**config.mk**
```make
export PLATFORM = sky130hd
export DESIGN_NAME = bcd_convert_seq
export DESIGN_NICKNAME = d
export VERILOG_FILES = /design/src/rtl/bcd_convert_seq.sv
export SDC_FILE = /design/constraint.sdc
export NUM_CORES = 1
export LEC_CHECK = 0
export ABC_CLOCK_PERIOD_IN_PS = 4260
export BUFFER_PORTS_ARGS = -buffer_cell sky130_fd_sc_hd__buf_2
export CAP_MARGIN = 10
export CORE_ASPECT_RATIO = 1.2
export CORE_UTILIZATION = 35
export CTS_CLUSTER_SIZE = 14
export DETAILED_ROUTE_END_ITERATION = 12
export MAX_ROUTING_LAYER = met4
export PLACE_DENSITY = 0.5
export REMOVE_ABC_BUFFERS = 1
export SYNTH_ARGS = -nofsm -noshare
export SYNTH_HDL_FRONTEND = slang
export SYNTH_SLANG_ARGS = --single-unit
```
**constraint.sdc**
```tcl
create_clock -name clk -period 4.26 [get_ports clk]
set_input_delay 0.639 -clock clk [delete_from_list [all_inputs] [get_ports clk]]
set_output_delay 0.639 -clock clk [all_outputs]
set_load 0.01 [all_outputs]
```
**src/rtl/bcd_convert_seq.sv**
```systemverilog
// bcd_convert_seq
//   Iterative binary-to-BCD converter (double dabble, one input bit per
//   clock) for score/timer readouts feeding the 7-segment digit multiplexer.
//   A conversion takes BIN_W clocks. It then holds its result until the
//   consumer takes it. Inputs that exceed DIGITS decimal digits saturate
//   to all nines and raise overflow.
//
// Parameters
//   BIN_W   width of the unsigned binary input
//   DIGITS  number of BCD digits presented on bcd (digit 0 = ones)
//
// Ports
//   clk        system clock, rising edge
//   rst_n      asynchronous active-low reset
//   in_valid   bin is valid
//   in_ready   converter idle, accepts bin
//   bin        unsigned binary value, sampled only on the accept edge
//   out_valid  bcd / overflow are valid
//   out_ready  consumer takes the result
//   bcd        packed BCD, bcd[3:0] = ones
//   overflow   bin >= 10**DIGITS (bcd saturated to all 9s)
//
// Build option
//   LZ_BLANK_EN  when defined, leading zero digits (never digit 0) are
//                replaced by 4'hF, the segment decoder's blank code.
//                Digits are not blanked when the result overflows.
module bcd_convert_seq #(
  parameter int BIN_W  = 15,
  parameter int DIGITS = 4
) (
  input  logic                  clk,
  input  logic                  rst_n,
  input  logic                  in_valid,
  output logic                  in_ready,
  input  logic [BIN_W-1:0]      bin,
  output logic                  out_valid,
  input  logic                  out_ready,
  output logic [4*DIGITS-1:0]   bcd,
  output logic                  overflow
);

  // Digits needed to hold 2**BIN_W-1 (log10(2) ~ 0.31). The accumulator
  // is never narrower than the output so that small BIN_W stays legal.
  localparam int INT_DIG_RAW = (BIN_W * 31) / 100 + 1;
  localparam int INT_DIG     = (INT_DIG_RAW > DIGITS) ? INT_DIG_RAW : DIGITS;
  localparam int ACC_W       = 4 * INT_DIG;
  localparam int CNT_W       = $clog2(BIN_W + 1);
  localparam logic [CNT_W-1:0] CNT_LAST = CNT_W'(BIN_W - 1);

  typedef enum logic [1:0] {
    S_IDLE = 2'd0,
    S_CONV = 2'd1,
    S_DONE = 2'd2
  } state_t;

  state_t             state_q, state_d;
  logic [ACC_W-1:0]   acc_q;
  logic [BIN_W-1:0]   shift_q;
  logic [CNT_W-1:0]   cnt_q;

  logic [ACC_W-1:0]       acc_add;
  logic [ACC_W+BIN_W-1:0] step_cat;
  logic [ACC_W-1:0]       acc_step;
  logic [BIN_W-1:0]       shift_step;
  logic [4*DIGITS:0]      load_val;

  // Adds 3 to every accumulator digit that is 5 or more, so the following
  // doubling carries correctly into the next decimal digit.
  function automatic logic [ACC_W-1:0] add3(input logic [ACC_W-1:0] a);
    logic [ACC_W-1:0] r;
    r = a;
    for (int i = 0; i < INT_DIG; i++) begin
      if (a[4*i +: 4] >= 4'd5) r[4*i +: 4] = a[4*i +: 4] + 4'd3;
    end
    return r;
  endfunction

`ifdef LZ_BLANK_EN
  // Blanks the contiguous run of most-significant zero digits. Digit 0 is kept.
  function automatic logic [4*DIGITS-1:0] blank_lz(input logic [4*DIGITS-1:0] b);
    logic [4*DIGITS-1:0] r;
    logic                lead;
    r    = b;
    lead = 1'b1;
    for (int i = DIGITS - 1; i >= 1; i--) begin
      if (lead && (b[4*i +: 4] == 4'd0)) r[4*i +: 4] = 4'hF;
      else                                lead        = 1'b0;
    end
    return r;
  endfunction
`endif

  // Saturating output formatter: returns {overflow, bcd}.
  function automatic logic [4*DIGITS:0] load_out(input logic [ACC_W-1:0] acc);
    logic                ovf;
    logic [4*DIGITS-1:0] d;
    ovf = 1'b0;
    for (int i = DIGITS; i < INT_DIG; i++) begin
      if (acc[4*i +: 4] != 4'd0) ovf = 1'b1;
    end
    if (ovf) begin
      d = {DIGITS{4'h9}};
    end else begin
      d = acc[4*DIGITS-1:0];
`ifdef LZ_BLANK_EN
      d = blank_lz(d);
`endif
    end
    return {ovf, d};
  endfunction

  // ---- combinational step: add-3 correction, then shift {acc,shift} left
  always_comb begin
    acc_add    = add3(acc_q);
    step_cat   = {acc_add, shift_q} << 1;
    acc_step   = step_cat[ACC_W+BIN_W-1:BIN_W];
    shift_step = step_cat[BIN_W-1:0];
    load_val   = load_out(acc_step);
  end

  // ---- next-state logic
  always_comb begin
    state_d = state_q;
    case (state_q)
      S_IDLE:  if (in_valid)          state_d = S_CONV;
      S_CONV:  if (cnt_q == CNT_LAST) state_d = S_DONE;
      S_DONE:  if (out_ready)         state_d = S_IDLE;
      default:                        state_d = S_IDLE;
    endcase
  end

  always_ff @(posedge clk or negedge rst_n) begin
    if (!rst_n) state_q <= S_IDLE;
    else        state_q <= state_d;
  end

  // ---- datapath registers: accept, iterate, load result
  always_ff @(posedge clk or negedge rst_n) begin
    if (!rst_n) begin
      acc_q    <= '0;
      shift_q  <= '0;
      cnt_q    <= '0;
      bcd      <= '0;
      overflow <= 1'b0;
    end else begin
      case (state_q)
        S_IDLE: begin
          if (in_valid) begin
            shift_q <= bin;
            acc_q   <= '0;
            cnt_q   <= '0;
          end
        end
        S_CONV: begin
          acc_q   <= acc_step;
          shift_q <= shift_step;
          cnt_q   <= cnt_q + CNT_W'(1);
          if (cnt_q == CNT_LAST) begin
            overflow <= load_val[4*DIGITS];
            bcd      <= load_val[4*DIGITS-1:0];
          end
        end
        default: ;
      endcase
    end
  end

  assign in_ready  = (state_q == S_IDLE);
  assign out_valid = (state_q == S_DONE);

endmodule

```
==> results.txt, run 1 <==
----------------------------------------------------
[Routing]
  Post-route ant nets ... 0
  DR DRC count ... 0
  Final wirelength ... 6130 um
  First DRT Iteration DRCs ... 86
  Routed vias/inst ... 5.126
  Via total after detailed routing ... 2,235
  Detailed-router iteration count before antenna repair ... 4
  DR WL/cell ... 14.06 um

[Setup path]
  CP Data Arrival Time ... 2500 ps
  CP endpoint kind ... register
  Setup CP Type ... register to register
  Crit path from ... state_q[1]$_DFFE_PN0P_
  End of the worst register-to-register path ... bcd[7]$_DFFE_PN0P_
  Length in cells of the worst reg-to-reg path ... 4
  Crit path largest cell delay ... 630 ps
  Cell at the slowest stage of the critical path ... dfrtp_1
  Critical Path Start Type ... register
  Critical path depth in cells ... 4
  Cells along the critical path ... nand2b_1 > a2111oi_4 > o2111ai_4 > o22a_1
  Critical path capture point ... bcd[7]$_DFFE_PN0P_
  Highest net fanout along the worst path ... 23
  Critical Path RT ... 4470 ps
  R2R Setup Slk ... a little under 2000 ps
  Crit path buffers/inverters ... 0
  Cell class contributing the biggest share of worst-path delay ... compound AO/OA/AOI/OAI gates
  Launch point of the worst reg-to-reg path ... state_q[1]$_DFFE_PN0P_

[Place]
  Placement-stage cell area ... 0.003192 mm2
  Final GP Congestion ... 0.7402
  HPWL Detailed ... roughly 4000 um
  IO buf count ... 37
  Worst setup slack before clock tree synthesis ... 1957 ps

[Synthesis]
  Share of flip-flops with an asynchronous set or reset ... 1.000
  Top FF cell, synth ... dfrtp_1
  Post-synth top area cell ... dfrtp_1
  Synthesized cell area ... around 0.0029 mm2
  Distinct cell type count after synthesis ... 32
  Most area-consuming cells after synthesis ... dfrtp_1 50%, o21ai_0 8.1%, nand2_1 5.7%
  Main combinational cell family by area after synthesis ... compound AO/OA/AOI/OAI gates
  Share of cell area taken by muxes after synthesis ... 0.02227
  Share of the synthesized netlist area taken by xor and xnor gates ... 0.01499
  Ys Warns ... 0
  Area share of and/or/nand/nor cells after synthesis ... 0.1525
  Number of enable flip-flop cells after synthesis ... 0
  Flops & latches, synth ... 58
  Per-instance average area after synthesis ... between 9 and 10 um2
  Compound-cell area share of the yosys netlist ... 0.2223
  Gate count after technology mapping ... 299
  Synth Area in Adders ... 0.05139
  Share of the synthesized area in the top cell type ... 0.4968
  Fraction of the yosys area taken by sequential cells ... 0.4968

[STA]
  Final min period ... 2287 ps
  Unrepaired setup endpoints after global routing ... false
  Total Negative Setup Slacks ... 0 ps
  Fmax ... 0.4372 GHz
  Worst max-slew margin expressed relative to the limit ... 0.5116
  Final Max Tran Viols ... 0
  Fin. Hold Viols ... 0
  Measured slew at the worst slew-check pin ... 729.8 ps
  Final setup viols ... 0
  PnR worst setup slack ... 1973 ps
  Clock skew after layout ... 9.710 ps
  Ratio of final minimum period to clock period ... 0.5369

[Global route]
  Pin count of the biggest net entering global routing ... 40
  Initial antenna violation count ... 0
  Total Routing Usage GR ... 0.1587
  Number of global-route vias before repair ... 2,184
  Total congestion overflow after global routing ... 0
  Wire length of the first global-routing pass ... 10,400 um

[Power]
  Net switching power ... 1050 uW
  Internal Power ... 1678 uW
  Post-route total power ... 2728 uW
  PD cells ... between 700 and 800 mW/mm2
  Combinational share of power ... 0.413
  Fraction of power spent switching nets ... 0.3848
  Seq pwr share ... 0.362
  Maximum resistive drop on vdd ... between 0.3 and 0.4 mV
  Static leakage ... 0.001525 uW
  Portion of total power attributed to the clock network ... 0.225

[Job]
  Maximum Capacitance Violations ... 0

[Clock tree]
  TritonCTS Buffers ... 9
  Total clock sinks ... 58
  Longest Clk Path Bufs ... 2
  CTS Root Buffer Type ... clkbuf_8
  CTS tree ... yes
  Number of setup buffers added after CTS ... 0
  Clock insertion delay at the later pin of the skew report ... 330 ps
  Number of hold buffers added after cts ... 0
  Clock Pin Slew Worst Setup and Hold Paths ... 70 ps
  H-tree depth ... 3
  Post-cts repair resize count ... 0

[Floorplan]
  Die Y ... 102.1 um
  Overall die area ... 0.008719 mm2
  Area inside the core boundary ... a little over 0.008 mm2
  I/O pin total ... 38
  Width of the die ... 85.41 um
  FP Rows ... 36
  Starting utilization of the core area ... 0.3603

[Cells and area]
  Share of cells above drive strength 1 ... 0.1994
  # diodes ... 0
  Fin nets ... 367
  Combined area of the multi-input logic cells ... 0.001358 mm2
  Combined flip-flop and latch cell area ... 0.001451 mm2
  Final cell area excluding filler cells ... 0.003440 mm2
  Layout area overhead ... 17.73%
  Count of fill cells added during filler insertion ... 821

[Hold path]
  Hold Path Class ... input pin to async pin

[Status]
  Status ... complete, no violations

----------------------------------------------------
through the flow:
stage | util | cells | hold slack (ps)
after CTS | 0.4242 | 436 | 304.1
after global routing | 0.4242 | 436 | 327.0
final | 0.4242 | 436 | 291.6
after floorplan | - | 284 | 343.4
after detailed placement | 0.3937 | 420 | 471.0
after global placement | 0.3937 | 420 | 465.2
power by group through the flow:
stage / Combinational, uW / Sequential [uW] / Clock [uW]
2_1_floorplan: 770 / 1020 / 0
3_3_place_gp: 1130 / 997 / 0
3_5_place_dp: 1150 / 1000 / 0
4_1_cts: 1150 / 992 / 633
5_1_grt: 1290 / 1030 / 651
6_report: 1130 / 988 / 615
registers in the layout, summed over array words and instances (netlist names):
register and count:
cnt_q 4, overflow 1, bcd 16, state_q 2, acc_q 20, shift_q 15
cells in the final DEF (no fill, tap or decap), types with 12 or more instances in the layout:
| cell | synthesis | layout |
|---|---|---|
| nand2b_1 | 14 | 14 |
| nor3b_1 | 15 | 15 |
| clkbuf_8 | 0 | 13 |
| a21oi_1 | 23 | 23 |
| buf_2 | 0 | 37 |
| nand2_1 | 44 | 44 |
| inv_1 | 13 | 13 |
| dfrtp_1 | 58 | 58 |
| o21ai_0 | 47 | 47 |
| ha_1 | 12 | 12 |
per-layer routing:
metal | part of all wire | up-vias | track usage
li1 | - | 1117 | -
met2 | 0.48 | 45 | 0.2529
met3 | 0.030 | 11 | 0.02908
met5 | 0 | - | -
met1 | 0.48 | 1062 | 0.1984
met4 | 0.015 | 0 | 0.06923
how the worst min path moves through the flow:
stage                                 to  slack (ps)
global placement     bcd[14]$_DFFE_PN0P_         470
floorplan           acc_q[0]$_DFFE_PN0P_         340
detailed placement   bcd[14]$_DFFE_PN0P_         470
CTS                  bcd[10]$_DFFE_PN0P_         300
global route          bcd[4]$_DFFE_PN0P_         330
finish               bcd[10]$_DFFE_PN0P_         290
area by class of cell:
class,instances,share of cell area
Multi-Input combinational cell,213,0.3947
Clock inverter,3,0.02001
Clock buffer,13,0.05202
Sequential cell,58,0.4220
Inverter,13,0.01419
Timing Repair Buffer,41,0.06257
Tap cell,95,0.03456
cells in the mapped netlist, types with 2 or more instances:
cell,number
a21o_1,2
nand2_1,44
o21ai_0,47
mux2_2,4
mux2i_1,2
o21ai_1,8
o22a_1,8
ha_1,12
nand3_1,2
nor3_1,5
nor3b_1,15
dfrtp_1,58
a22o_1,7
xnor2_1,5
nor2_1,4
a2111oi_4,2
inv_1,13
nand2b_1,14
clkbuf_1,12
a21oi_1,23
cell families (layout without fill, tap and decap cells):
logic type      Yosys count  in the layout
compound gates          102            102
simple gates             88             88
flops                    58             58
buf+inv                  28             70
fa+ha+maj                12             12
mux                       6              6
xor+xnor                  5              5
(Power assumes the default switching activity.)
==> inputs of run 2 (changes only) <==
- ABC_CLOCK_PERIOD_IN_PS: 4260 -> 2200
- clock period: 4.26 -> 2.2 ns (I/O delays scaled with it)
==> results.txt, run 2 (same netlist as run 1, synthesis figures left out) <==
----------------------------------------------------
[Routing]
  First DRT Iteration DRCs ... 81
  Via total after detailed routing ... 2,263
  DR WL/cell ... around 14 um
  DR DRC count ... 0
  Routed vias/inst ... 5.155
  Post-route ant nets ... 0
  Final wirelength ... 6339 um
  Detailed-router iteration count before antenna repair ... 4

[Job]
  Maximum Capacitance Violations ... 0

[Cells and area]
  Fin nets ... 370
  Flip-flop count of the largest register after layout ... 20
  Highest-count cells in the layout ignoring fill and taps ... 58 x dfrtp_1, 47 x o21ai_0, 44 x nand2_1
  # diodes ... 0
  Commonest non-fill, non-tap cell in the layout ... dfrtp_1
  Biggest registers after layout ... acc_q: 20 flops, bcd: 16 flops, shift_q: 15 flops
  Count of fill cells added during filler insertion ... 829
  Share of cells above drive strength 1 ... 0.2006
  Reg with most FFs ... acc_q
  Layout area overhead ... 19.23%

[Floorplan]
  Starting utilization of the core area ... 0.3603
  I/O pin total ... 38
  Area inside the core boundary ... 0.008108 mm2
  FP Rows ... 36
  Width of the die ... ~85 um
  Die Y ... just over 100 um
  Overall die area ... just under 0.009 mm2

[Hold path]
  Hold Path Class ... input pin to register
  Startpoint of the lowest-slack hold path ... out_ready

[Clock tree]
  H-tree depth ... 3
  TritonCTS Buffers ... 9
  Total clock sinks ... 58
  Post-cts repair resize count ... 0
  Clock Pin Slew Worst Setup and Hold Paths ... about 70 ps
  Longest Clk Path Bufs ... 2
  Clock insertion delay at the later pin of the skew report ... 330 ps
  CTS Root Buffer Type ... clkbuf_8
  CTS tree ... yes

[STA]
  Measured slew at the worst slew-check pin ... 755.7 ps
  Fmax ... 0.4897 GHz
  PnR worst setup slack ... 158.0 ps
  Unrepaired setup endpoints after global routing ... false
  Final min period ... 2042 ps
  Fin. Hold Viols ... 0
  Worst max-slew margin expressed relative to the limit ... 0.4943
  Clock skew after layout ... 7.437 ps
  Ratio of final minimum period to clock period ... 0.9282
  Final Max Tran Viols ... 0
  Final-layout worst hold slack ... 229.1 ps
  Final setup viols ... 0

[Status]
  Status ... complete, no violations

[Setup path]
  Crit path largest cell delay ... 450 ps
  Setup CP Type ... register to register
  Cell class contributing the biggest share of worst-path delay ... compound AO/OA/AOI/OAI gates
  Critical Path Start Type ... register
  CP endpoint kind ... register
  Highest net fanout along the worst path ... 17
  CP Data Arrival Time ... about 2300 ps
  Cells along the critical path ... inv_1 > ha_1 > nand2b_2 > a2111oi_4 > o2111ai_4 > buf_12 > o22a_1
  Cell at the slowest stage of the critical path ... dfrtp_1
  Critical Path RT ... roughly 2400 ps
  Crit path buffers/inverters ... 2
  Crit path from ... acc_q[16]$_DFFE_PN0P_
  Launch point of the worst reg-to-reg path ... acc_q[16]$_DFFE_PN0P_

[Power]
  Combinational share of power ... 0.423
  Fraction of power spent switching nets ... 0.3900
  Seq pwr share ... 0.360
  PD cells ... 1514 mW/mm2
  Static leakage ... 0.001544 uW
  Internal Power ... 3216 uW
  Portion of total power attributed to the clock network ... 0.216
  Maximum resistive drop on vdd ... 0.7982 mV
  Net switching power ... 2057 uW

[Global route]
  Total congestion overflow after global routing ... 0
  Wire length of the first global-routing pass ... 10,800 um
  Initial antenna violation count ... 0
  Pin count of the biggest net entering global routing ... 59
  Total Routing Usage GR ... 0.1652
  Number of global-route vias before repair ... 2,256

[Place]
  HPWL Detailed ... approximately 4000 um
  Final GP Congestion ... 0.7561
  IO buf count ... 37
  Worst setup slack before clock tree synthesis ... 32.63 ps

----------------------------------------------------
[run 2: layout make-up]
type / count / area (um2) / area share
clock buffers: 12 / 155.1 / 0.04454
clock inverters: 4 / 73.82 / 0.02119
inverters: 13 / 48.80 / 0.01401
multi-input cells: 213 / 1358 / 0.3897
flip-flops and latches: 58 / 1451 / 0.4167
well taps: 95 / 118.9 / 0.03412
repair buffers: 44 / 277.8 / 0.07974
[run 2: layer usage]
metal | up-vias | global-route usage | wire [um]
li1 | 1123 | - | -
met1 | 1092 | 0.2082 | 3047
met2 | 39 | 0.2609 | 2998
met3 | 9 | 0.03716 | 205
met4 | 0 | 0.06154 | 88
met5 | - | - | 0
[run 2: per-stage QoR]
step | TNS, ps | area [um2] | instances | power (uW) | util
finish | 0 | 3483 | 439 | 5273 | 0.4296
global route | 0 | 3483 | 439 | 5761 | 0.4296
CTS | 0 | 3463 | 438 | 5352 | 0.4272
detailed placement | 0 | 3224 | 421 | 4191 | 0.3977
global placement | 0 | 3224 | 421 | 4129 | 0.3977
floorplan | -11080 | 2854 | 284 | 3461 | -
[run 2: what timing repair did]
item                                   4_1_cts  5_1_grt
hold buffers                                 1        0
setup endpoints to repair                    0       17
endpoints found under the hold margin       21        0
setup buffers                                0        1
[run 2: power by group through the flow]
stage / sequential, uW / clock [uW] / combinational [uW]
after floorplan: 1970 / 0 / 1490
after global placement: 1920 / 0 / 2210
after detailed placement: 1920 / 0 / 2270
after CTS: 1910 / 1170 / 2270
after global routing: 1980 / 1220 / 2560
final: 1900 / 1140 / 2230
[run 2: worst paths after layout]
kind	end	slack, ps	cells past startpoint
setup / recovery	bcd[4]$_DFFE_PN0P_	160	7
hold / removal	state_q[1]$_DFFE_PN0P_	230	2
setup reg to reg	bcd[4]$_DFFE_PN0P_	160	7
hold reg to reg	bcd[14]$_DFFE_PN0P_	480	2
max in group asynchronous	cnt_q[3]$_DFFE_PN0P_	1400	3
min in group asynchronous	acc_q[11]$_DFFE_PN0P_	530	3
==> inputs of run 3 (changes only) <==
- PLACE_DENSITY: 0.5 -> default
==> results.txt, run 3 (same netlist as run 1, synthesis figures left out) <==
----------------------------------------------------
[Status]
  Status ... complete, no violations

[STA]
  Final Max Tran Viols ... 0
  Unrepaired setup endpoints after global routing ... false
  Final setup viols ... 0
  Final min period ... ~2000 ps
  Total Negative Setup Slacks ... 0 ps
  Measured slew at the worst slew-check pin ... 770.1 ps
  Fmax ... 0.5044 GHz
  Fin. Hold Viols ... 0
  Clock skew after layout ... 7.246 ps
  Worst max-slew margin expressed relative to the limit ... 0.4847
  Ratio of final minimum period to clock period ... 0.9012

[Power]
  Post-route total power ... ~5000 uW
  PD cells ... 1455 mW/mm2
  Net switching power ... slightly above 2000 uW
  Fraction of power spent switching nets ... 0.4054
  Portion of total power attributed to the clock network ... 0.167
  Combinational share of power ... 0.454
  Static leakage ... 0.001520 uW
  Internal Power ... 2963 uW
  Maximum resistive drop on vdd ... 0.8652 mV
  Seq pwr share ... 0.379

[Clock tree]
  Total clock sinks ... 58
  CTS tree ... yes
  Clock Pin Slew Worst Setup and Hold Paths ... 60 ps
  Clock insertion delay at the later pin of the skew report ... 330 ps
  CTS Root Buffer Type ... clkbuf_8
  Post-cts repair resize count ... 0
  Longest Clk Path Bufs ... 2
  TritonCTS Buffers ... 9
  H-tree depth ... 3

[Floorplan]
  I/O pin total ... 38
  Starting utilization of the core area ... 0.3603
  Die Y ... 102.1 um
  Overall die area ... 0.008719 mm2
  Area inside the core boundary ... 0.008108 mm2
  Width of the die ... 85.41 um
  FP Rows ... 36

[Setup path]
  Crit path buffers/inverters ... 2
  CP endpoint kind ... register
  Cells along the critical path ... inv_1 > ha_1 > nand2b_2 > a2111oi_4 > o2111ai_4 > buf_12 > o22a_1
  R2R Setup Slk ... 220 ps
  Critical Path Start Type ... register
  Cell at the slowest stage of the critical path ... dfrtp_1
  Setup CP Type ... register to register
  Length in cells of the worst reg-to-reg path ... 7
  Cell class contributing the biggest share of worst-path delay ... compound AO/OA/AOI/OAI gates
  Highest net fanout along the worst path ... 17
  Critical Path RT ... 2410 ps
  CP Data Arrival Time ... 2200 ps
  Crit path largest cell delay ... 410 ps
  End of the worst register-to-register path ... bcd[0]$_DFFE_PN0P_
  Launch point of the worst reg-to-reg path ... acc_q[17]$_DFFE_PN0P_

[Global route]
  Met1 capacity usage during global routing ... 0.1962
  Met2 layer usage reported by global route ... 0.2511
  Pin count of the biggest net entering global routing ... 48
  Wire length of the first global-routing pass ... around 10,000 um
  Met3 layer usage reported by global route ... 0.05250
  Initial antenna violation count ... 0
  Most Used Layer, Global Route ... met2
  Total congestion overflow after global routing ... 0
  Number of global-route vias before repair ... 2,256
  Total Routing Usage GR ... 0.1593

[Routing]
  DR WL/cell ... approximately 14 um
  Post-route ant nets ... 0
  Detailed-router iteration count before antenna repair ... 4
  Final wirelength ... 6042 um
  DR DRC count ... 0
  Routed vias/inst ... 5.125
  First DRT Iteration DRCs ... 92
  Via total after detailed routing ... roughly 2,300

[Hold path]
  Endpoint with the worst hold slack ... state_q[1]$_DFFE_PN0P_
  Hold Path Depth ... 2
  Startpoint of the lowest-slack hold path ... out_ready
  Hold Path Class ... input pin to register

[Cells and area]
  Fin nets ... between 300 and 400
  Share of cells above drive strength 1 ... 0.1971
  Final cell area excluding filler cells ... 0.003426 mm2
  Reg with most FFs ... acc_q
  # diodes ... 0
  Biggest registers after layout ... acc_q: 20 flops, bcd: 16 flops, shift_q: 15 flops
  Count of fill cells added during filler insertion ... approximately 820
  Layout area overhead ... 17.26%
  Commonest non-fill, non-tap cell in the layout ... dfrtp_1
  Highest-count cells in the layout ignoring fill and taps ... 58 x dfrtp_1, 47 x o21ai_0, 44 x nand2_1
  Flip-flop count of the largest register after layout ... 20

[Place]
  IO buf count ... 37
  Final GP Congestion ... slightly below 0.8
  Placement-stage cell area ... 0.003232 mm2
  HPWL Detailed ... 3969 um

[Job]
  Maximum Capacitance Violations ... 0

----------------------------------------------------
==> run 3: cell count changes in the layout (fill, tap and decap cells not counted) <==
cell / before / now
bufinv_16: 2 / 0
buf_4: 3 / 4
clkinv_4: 1 / 0
clkbuf_1: 1 / 3
clkinv_2: 1 / 3
clkbuf_8: 11 / 10
==> run 3: routing by layer <==
metal | vias up | share of wire | wire length (um)
met4 | 0 | 0.011 | 65
met2 | 41 | 0.46 | 2770
met1 | 1081 | 0.49 | 2943
met3 | 6 | 0.043 | 262
met5 | - | 0 | 0
li1 | 1127 | - | -
==> run 3: worst max-delay path by stage <==
stage / cells past startpoint / slack, ps / end / start
after floorplan: 3 / -320 / acc_q[11]$_DFFE_PN0P_ / state_q[0]$_DFFE_PN0P_
after global placement: 6 / 150 / bcd[7]$_DFFE_PN0P_ / acc_q[17]$_DFFE_PN0P_
after detailed placement: 6 / 80 / bcd[0]$_DFFE_PN0P_ / acc_q[17]$_DFFE_PN0P_
after CTS: 6 / 70 / bcd[0]$_DFFE_PN0P_ / acc_q[17]$_DFFE_PN0P_
after global routing: 7 / 110 / bcd[4]$_DFFE_PN0P_ / acc_q[17]$_DFFE_PN0P_
final: 7 / 220 / bcd[0]$_DFFE_PN0P_ / acc_q[17]$_DFFE_PN0P_
==> run 3: cell type report <==
cell class / instances / area, um2 / area share
clock buffers: 13 / 148.9 / 0.04346
clock inverters: 3 / 15.01 / 0.004383
inverters: 13 / 48.80 / 0.01424
multi-input cells: 213 / 1358 / 0.3963
flip-flops and latches: 58 / 1451 / 0.4237
well taps: 95 / 118.9 / 0.03470
repair buffers: 45 / 285.3 / 0.08327
==> run 3: power by group through the flow <==
| stage | combinational (uW) | sequential [uW] | clock (uW) |
|---|---|---|---|
| after CTS | 2290 | 1890 | 860 |
| after detailed placement | 2280 | 1910 | 0 |
| after global placement | 2210 | 1900 | 0 |
| after global routing | 2580 | 1960 | 909 |
| after floorplan | 1490 | 1970 | 0 |
| final | 2260 | 1890 | 835 |
==> run 3: timing repair <==
action	4_1_cts	5_1_grt
endpoints found under the hold margin	11	0
buffers inserted	0	1
endpoints found under the setup margin	0	8
hold buffers	1	0
==> run 3: metrics by stage <==
stage                     instances  hold WS [ps]  setup slack (ps)    util
final                           440         193.0             217.3  0.4225
after global routing            440         190.0             112.3  0.4225
after CTS                       439         178.9             74.87  0.4201
after detailed placement        422         238.4             80.86  0.3986
after global placement          422         229.5             151.9  0.3986
after floorplan                 284         34.41            -322.7       -
